`src/rtl/regfile_read_arbiter.sv`:
```
// regfile_read_arbiter: round-robin arbiter that shares the three read ports
// of an 8-entry register file among NREQ requesters.
//
// Ports:
//   clk         rising-edge clock
//   rst_n       synchronous active-low reset
//   req         per-requester read request (level, held until granted)
//   req_addr    register index of requester i at [3i+2:3i]
//   hold        pipeline stall, suppresses new grants
//   sel0..sel2  registered register selects for read ports 0..2
//   port_valid  bit p set when read port p carries a granted read
//   grant       one-cycle grant pulse per requester
//   grant_port  port assigned to requester i at [2i+1:2i], 2'b11 if none
//
// Optional feature macro: REGFILE_READ_MERGE_EN
//   When defined, a requester whose address matches a port already allocated
//   in the same arbitration shares that port instead of consuming a new one.
module regfile_read_arbiter #(
   parameter int unsigned NREQ = 4
) (
   input  logic                 clk,
   input  logic                 rst_n,
   input  logic [NREQ-1:0]      req,
   input  logic [3*NREQ-1:0]    req_addr,
   input  logic                 hold,
   output logic [2:0]           sel0,
   output logic [2:0]           sel1,
   output logic [2:0]           sel2,
   output logic [2:0]           port_valid,
   output logic [NREQ-1:0]      grant,
   output logic [2*NREQ-1:0]    grant_port
);

   localparam int unsigned IW    = (NREQ > 1) ? $clog2(NREQ) : 1;
   localparam int unsigned NPORT = 3;

   logic [IW-1:0]      rr_ptr;
   logic [2:0]         sel_q [NPORT];
   logic [2:0]         pv_q;
   logic [NREQ-1:0]    grant_q;
   logic [2*NREQ-1:0]  gport_q;

   logic [2:0]         addr_a [NREQ];
   logic [2:0]         n_sel [NPORT];
   logic [2:0]         n_pv;
   logic [NREQ-1:0]    n_grant;
   logic [1:0]         n_gp [NREQ];
   logic [2*NREQ-1:0]  n_gport;
   logic [IW-1:0]      n_rr;
   logic [IW-1:0]      idx;
   logic [IW-1:0]      last;
   logic [1:0]         nalloc;
   logic [1:0]         port;
   logic               hit;
   logic               any;

   // Unpack the flat address bus into one entry per requester
   always_comb begin
      for (int i = 0; i < int'(NREQ); i++) begin
         addr_a[i] = req_addr[3*i +: 3];
      end
   end

   // Round-robin scan from rr_ptr, filling ports 0..2 in scan order
   always_comb begin
      n_sel   = sel_q;
      n_pv    = 3'b000;
      n_grant = '0;
      n_rr    = rr_ptr;
      idx     = '0;
      last    = '0;
      nalloc  = 2'd0;
      port    = 2'd0;
      hit     = 1'b0;
      any     = 1'b0;
      for (int i = 0; i < int'(NREQ); i++) begin
         n_gp[i] = 2'b11;
      end

      for (int unsigned k = 0; k < NREQ; k++) begin
         idx = IW'((32'(rr_ptr) + k) % NREQ);
         hit = 1'b0;
         port = 2'd0;
         // Masking last cycle's winners stops a held request being granted twice
         if (req[idx] && !grant_q[idx]) begin
`ifdef REGFILE_READ_MERGE_EN
            for (int p = 0; p < int'(NPORT); p++) begin
               if (!hit && (2'(p) < nalloc) && (n_sel[p] == addr_a[idx])) begin
                  hit  = 1'b1;
                  port = 2'(p);
               end
            end
`endif
            if (!hit && (nalloc < 2'd3)) begin
               hit  = 1'b1;
               port = nalloc;
               for (int p = 0; p < int'(NPORT); p++) begin
                  if (2'(p) == nalloc) begin
                     n_sel[p] = addr_a[idx];
                     n_pv[p]  = 1'b1;
                  end
               end
               nalloc = nalloc + 2'd1;
            end
            if (hit) begin
               n_grant[idx] = 1'b1;
               n_gp[idx]    = port;
               last         = idx;
               any          = 1'b1;
            end
         end
      end

      if (any) begin
         n_rr = (last == IW'(NREQ - 1)) ? '0 : last + IW'(1);
      end

      for (int i = 0; i < int'(NREQ); i++) begin
         n_gport[2*i +: 2] = n_gp[i];
      end
   end

   // Output and pointer registers; unallocated port selects keep their value
   always_ff @(posedge clk) begin
      if (!rst_n) begin
         for (int p = 0; p < int'(NPORT); p++) begin
            sel_q[p] <= 3'b000;
         end
         pv_q    <= 3'b000;
         grant_q <= '0;
         gport_q <= '1;
         rr_ptr  <= '0;
      end else if (hold) begin
         pv_q    <= 3'b000;
         grant_q <= '0;
         gport_q <= '1;
      end else begin
         sel_q   <= n_sel;
         pv_q    <= n_pv;
         grant_q <= n_grant;
         gport_q <= n_gport;
         rr_ptr  <= n_rr;
      end
   end

   assign sel0       = sel_q[0];
   assign sel1       = sel_q[1];
   assign sel2       = sel_q[2];
   assign port_valid = pv_q;
   assign grant      = grant_q;
   assign grant_port = gport_q;

endmodule

```
`config.mk`:
```
export PLATFORM = sky130hd
export DESIGN_NAME = regfile_read_arbiter
export DESIGN_NICKNAME = d
export VERILOG_FILES = /design/src/rtl/regfile_read_arbiter.sv
export SDC_FILE = /design/constraint.sdc
export NUM_CORES = 1
export LEC_CHECK = 0
export CAP_MARGIN = 20
export CORE_MARGIN = 2
export CORE_UTILIZATION = 53
export CTS_BUF_LIST = sky130_fd_sc_hd__clkbuf_8
export DETAILED_ROUTE_END_ITERATION = 16
export GPL_TIMING_DRIVEN = 0
export HOLD_SLACK_MARGIN = 0.06
export PLACE_DENSITY = 0.81
export SYNTH_ARGS = -nofsm -noshare
export SYNTH_HDL_FRONTEND = slang
export SYNTH_SLANG_ARGS = --single-unit
export TNS_END_PERCENT = 10
```
`constraint.sdc`:
```
create_clock -name clk -period 6.5 [get_ports clk]
set_input_delay 0.975 -clock clk [delete_from_list [all_inputs] [get_ports clk]]
set_output_delay 0.975 -clock clk [all_outputs]
set_load 0.01 [all_outputs]
```
-- Yosys cells after proc, flatten, opt, wreduce, memory -nomap -nowiden
Cells that the tools add are included.
- muxes and demuxes: 131
- bitwise gates (word level): 11
- $add $sub $neg: 6
- $lt $le $gt $ge: 19
- reductions and logical operators: 21
- equal/unequal tests: 7
- operators by type and width (operator ; number):
    $mux 3 ; 24
    $mux 8 ; 8
    $mux 9 ; 6
    $mux 2 ; 24
    $mux 1 ; 38
    $mux 4 ; 8
    $bmux 3 s2 ; 4
    $bwmux 8 ; 3
    $bmux 1 s2 ; 8
    $demux 2 s2 ; 4
    $ge 3x3->1 const B ; 4
    $logic_and 1x1->1 ; 12
    $lt 2x3->1 const B ; 4
    $lt 3x1->1 const B ; 4
    $not 2->3 ; 4
    $or 4x4->4 ; 3
    $add 2x1->2 const B ; 4
    $demux 1 s2 ; 4
    $ge 2x1->1 const B ; 4
    $not 8->8 ; 1
    $or 8x8->8 ; 1
    $eq 1x2->1 const A ; 3
    $eq 2x2->1 const A ; 3
    $logic_not 2->1 ; 3
    7 further kinds ; 14
- word-level logic and storage cells: 202
- input port bits: 19
- register bits after elaboration: 26

-- Logic depth before layout (Yosys ltp)
- word-level depth: 18
- gate-level depth with buffers: 17
- depth with buffers taken out: 12

-- Worst setup path before layout
Ideal clock, no wire load.
- path type: register to register
- from: register rr_ptr[1]
- to: register rr_ptr[1]
- buffers on the path: 5
- cell stages (with the launch flop): 18
- data arrival time: 3952 ps
- data required time: 6426 ps
- setup slack: 2474 ps
- path through: dfxtp_1 buf_6 inv_1 clkbuf_1 ha_1 buf_6 inv_4 mux4_2 buf_6 ha_1 clkbuf_2 inv_1 nor2_1 mux2_4 o21ai_1 a2bb2oi_1 or2_1 a31oi_1
- cells in the longest elaborated chain, start to end: 18
- ends and longest elaborated chain (element ; RTL line ; RTL):
    start, declared ; 37 ; logic [IW-1:0] rr_ptr;
    start signal, assigned ; 142 ; rr_ptr <= n_rr;
    $bmux 1 s2 ; 85 ; if (req[idx] && !grant_q[idx]) begin
    $mux 1 (not written as such) ; 85 ;
    $logic_not 1->1 ; 85 ;
    $logic_and 1x1->1 ; 85 ;
    $mux 1 ; 85 ;
    $add 2x1->2 or $lt 2x2->1 (tied branches) ; 103, 94 ;
    $mux 2 ; 94 ; if (!hit && (nalloc < 2'd3)) begin
    $mux 2 ; 85 ;
    [... 2 more ...] ; n/a ;
    $mux 2 ; 85 ;
    $lt 2x2->1 ; 94 ;
    $mux 1 ; 94 ;
    $mux 1 ; 85 ;
    $mux 2 ; 105 ; if (hit) begin
    $mux 2 ; 85 ;
    $add 2x1->2 or $eq 2x2->1 (tied branches) ; 115 ; n_rr = (last == IW'(NREQ - 1)) ? '0 : last + IW'(1);
    $mux 2 ; 115 ;
Several ways; a longest one is shown, not always the timed one. The select of a mux whose other input is x is not followed.
A chain may end at the register's enable or synchronous reset.

-- Final worst setup path
Same ends and word-level chain as after synthesis.

==> run_results.csv <==
group,metric,value,unit
run_status,status,"complete, no violations",
placed_design,dp_hpwl,4630,um
critical_path,crit_required,6690,ps
hold_path,hp-class,"reg2reg",
yosys,netlist_area,2320,um2
final_layout,syn_to_final_growth,23.3,%
critical_path,critPathCaptureType,"register",
critical_path,crit_start,"rr_ptr[1]",
yosys,yosysUniqueCellTypes,54,
critical_path,critPathArrivalTime,4850,ps
critical_path,rr_worst_depth,17,
yosys,synth_top_family_by_area,"compound AO/OA/AOI/OAI gates",
clock_network,clk_pin_slew,100,ps
placed_design,globalplace.congestion,0.911,
yosys,yosysWarnings,0,
yosys,synthSimpleGateAreaFrac,0.165,
final_layout,drive_gt1_frac,0.140,
final_layout,antenna_cells,0,
yosys,async_flop_share,0,
pwr,swShare,0.508,
detailed_routing,drc_errors,0,
critical_path,r2r-start,"rr_ptr[1]",
pwr,internal_power,0.867,mW
floorplanning,core_area,4290,um2
clock_network,clock_path_buffers,2,
floorplanning,die_x,70.2,um
pwr,p_leak,1.12,nW
sta,rsz0062_at_grt,"false",
global_routing,first_global_vias,1990,
final_layout,layout.cells.most_common,"clkdlybuf4s50_1",
floorplanning,pin_count,43,
yosys,ys.flop_type,"dfxtp_1",
final_layout,nets,340,
pwr,seqPwrFrac,0.141,
pwr,power.share.combinational,0.795,
sta,maxSlewViolCount,0,
floorplanning,initial_core_util,0.541,
yosys,synth_enable_flop_cells,0,
clock_network,htreeDepth,1,
floorplanning,fp.dieH,70.2,um
yosys,syn-mean-instance-area,8.86,um2
critical_path,rr_endpoint,"rr_ptr[1]",
clock_network,cts_buffers,3,
critical_path,start_kind,"register",
pwr,peakVddDrop,0.322,mV
sta,worst_pin_slew,713,ps
sta,fin_ws,1840,ps
clock_network,cts_hold_buf,0,
flow_run,cap_violations,0,
yosys,synth_mux_area_frac,0.226,
global_routing,track_usage,0.243,
final_layout,final_cell_mix,"clkdlybuf4s50_1 (42), nand2_1 (27), dfxtp_1 (26)",
sta,min_period,4660,ps
pwr,finalPower,1.76,mW
clock_network,root_buffer,"clkbuf_8",
yosys,synth-xor-area-share,0.00700,
global_routing,grt_pass1_wl,9680,um
clock_network,cts_setup_buffers,0,
pwr,powerDensity,615,nW/um2
global_routing,grt_start_max_net_pins,15,
detailed_routing,dr.pass1.iters,5,
clock_network,cts_sinks,26,
clock_network,cts_resized,0,
yosys,ys_ff_latch,26,
detailed_routing,vias,2268,
critical_path,cp-endpoint,"rr_ptr[1]",
placed_design,io_buffers,42,
detailed_routing,postRouteAntennaNets,0,
yosys,synth_nets,293,
pwr,p_switching,0.894,mW
global_routing,overflow,0,
critical_path,ff2ff_setup_slack,1840,ps
sta,fmax,215,MHz
clock_network,clk_latency,280,ps
critical_path,path_max_fanout,13,
clock_network,cts_tree,"done",
sta,skew,3.20,ps
sta,hold_violations,0,
floorplanning,std_cell_rows,24,
pwr,pwr-share-clk,0.064,
yosys,synth_cells,262,
detailed_routing,wl_per_cell,16.7,um
sta,fin_crit_sh,0.717,
yosys,seq_area_frac_synth,0.224,
detailed_routing,wl,6000,um
floorplanning,die_area,4930,um2
global_routing,antenna_found_initial,0,
critical_path,path_class,"reg2reg",
placed_design,place_ws,1880,ps
yosys,synth_compound_area_frac,0.261,
detailed_routing,vias_per_cell,6.30,
detailed_routing,drtIter0Drc,292,
yosys,yosys.area_share.adder,0.0647,
sta,setup_tns,0,ps
sta,finalSetupViolCount,0,
sta,max_slew_margin,0.521,
synth_stat cells (6+ instances only):
library cell / count / area [um2]
nand2_1: 27 / 101
dfxtp_1: 26 / 521
mux2i_1: 19 / 190
o21ai_0: 18 / 90.1
a21oi_1: 15 / 75.1
nor2_1: 15 / 56.3
ha_1: 12 / 150
inv_1: 10 / 37.5
mux4_2: 9 / 203
o21ai_1: 7 / 35.0
o221ai_1: 7 / 61.3
a31oi_1: 6 / 37.5
mux2_2: 6 / 67.6
nand3_1: 6 / 30.0
through the flow:
step	cells	utilization	instance area, um2	hold WS, ps
3_5_place_dp	356	0.654	2810	500
5_1_grt	360	0.667	2860	536
2_1_floorplan	262	-	2320	538
3_3_place_gp	356	0.654	2810	498
4_1_cts	360	0.667	2860	524
6_report	360	0.667	2860	521
worst max-delay path: stages (launching register included):
cell	delay [ps]
dfxtp_1	380
buf_6	170
inv_1	90
clkbuf_1	470
ha_1	350
buf_6	150
inv_4	90
mux4_2	560
buf_6	180
ha_1	290
clkbuf_2	210
inv_1	140
nor2_1	470
mux2_4	310
o21ai_1	60
a2bb2oi_1	170
or2_1	240
a31oi_1	220
area by class of cell:
class	count	area [um2]
multi-input combinational	214	1680
fill	372	1430
sequential	26	520
timing repair buffer	42	420
buffer	11	76.3
tap	52	65.1
clock buffer	4	55.1
inverter	11	43.8
worst min path at each step:
| stage | from | end | cells past startpoint |
|---|---|---|---|
| final | sel0[2] | sel0[2] | 1 |
| after global routing | sel0[2] | sel0[2] | 1 |
| after CTS | sel0[2] | sel0[2] | 1 |
| after detailed placement | sel0[2] | sel0[2] | 1 |
| after global placement | sel0[0] | sel0[0] | 1 |
| after floorplan | sel0[0] | sel0[0] | 1 |
flip-flops by register name, indices dropped and copies added, names as in the netlist:
register    cells
grant           4
grant_port      8
port_valid      3
rr_ptr          2
sel0            3
sel1            3
sel2            3
logic make-up after synthesis:
| family | count (synthesis) |
|---|---|
| AOI/OAI and AO/OA | 89 |
| xor gates and xnor gates | 1 |
| adders and majority gates | 12 |
| buffers and inverters | 22 |
| DFF | 26 |
| muxes | 38 |
| and+or+nand+nor | 74 |
routing by layer:
layer,wire (um),GRT usage
met1,2610,0.350
met2,2790,0.390
met3,512,0.0202
met4,82,0.0726
met5,0,0
power groups by stage:
stage | Clock (mW) | Combinational [mW] | Sequential [mW]
2_1_floorplan | 0 | 1.02 | 0.267
3_3_place_gp | 0 | 1.34 | 0.249
3_5_place_dp | 0 | 1.37 | 0.251
4_1_cts | 0.111 | 1.37 | 0.248
5_1_grt | 0.117 | 1.51 | 0.255
6_report | 0.112 | 1.40 | 0.248
Power figures use the tool's default switching activity.
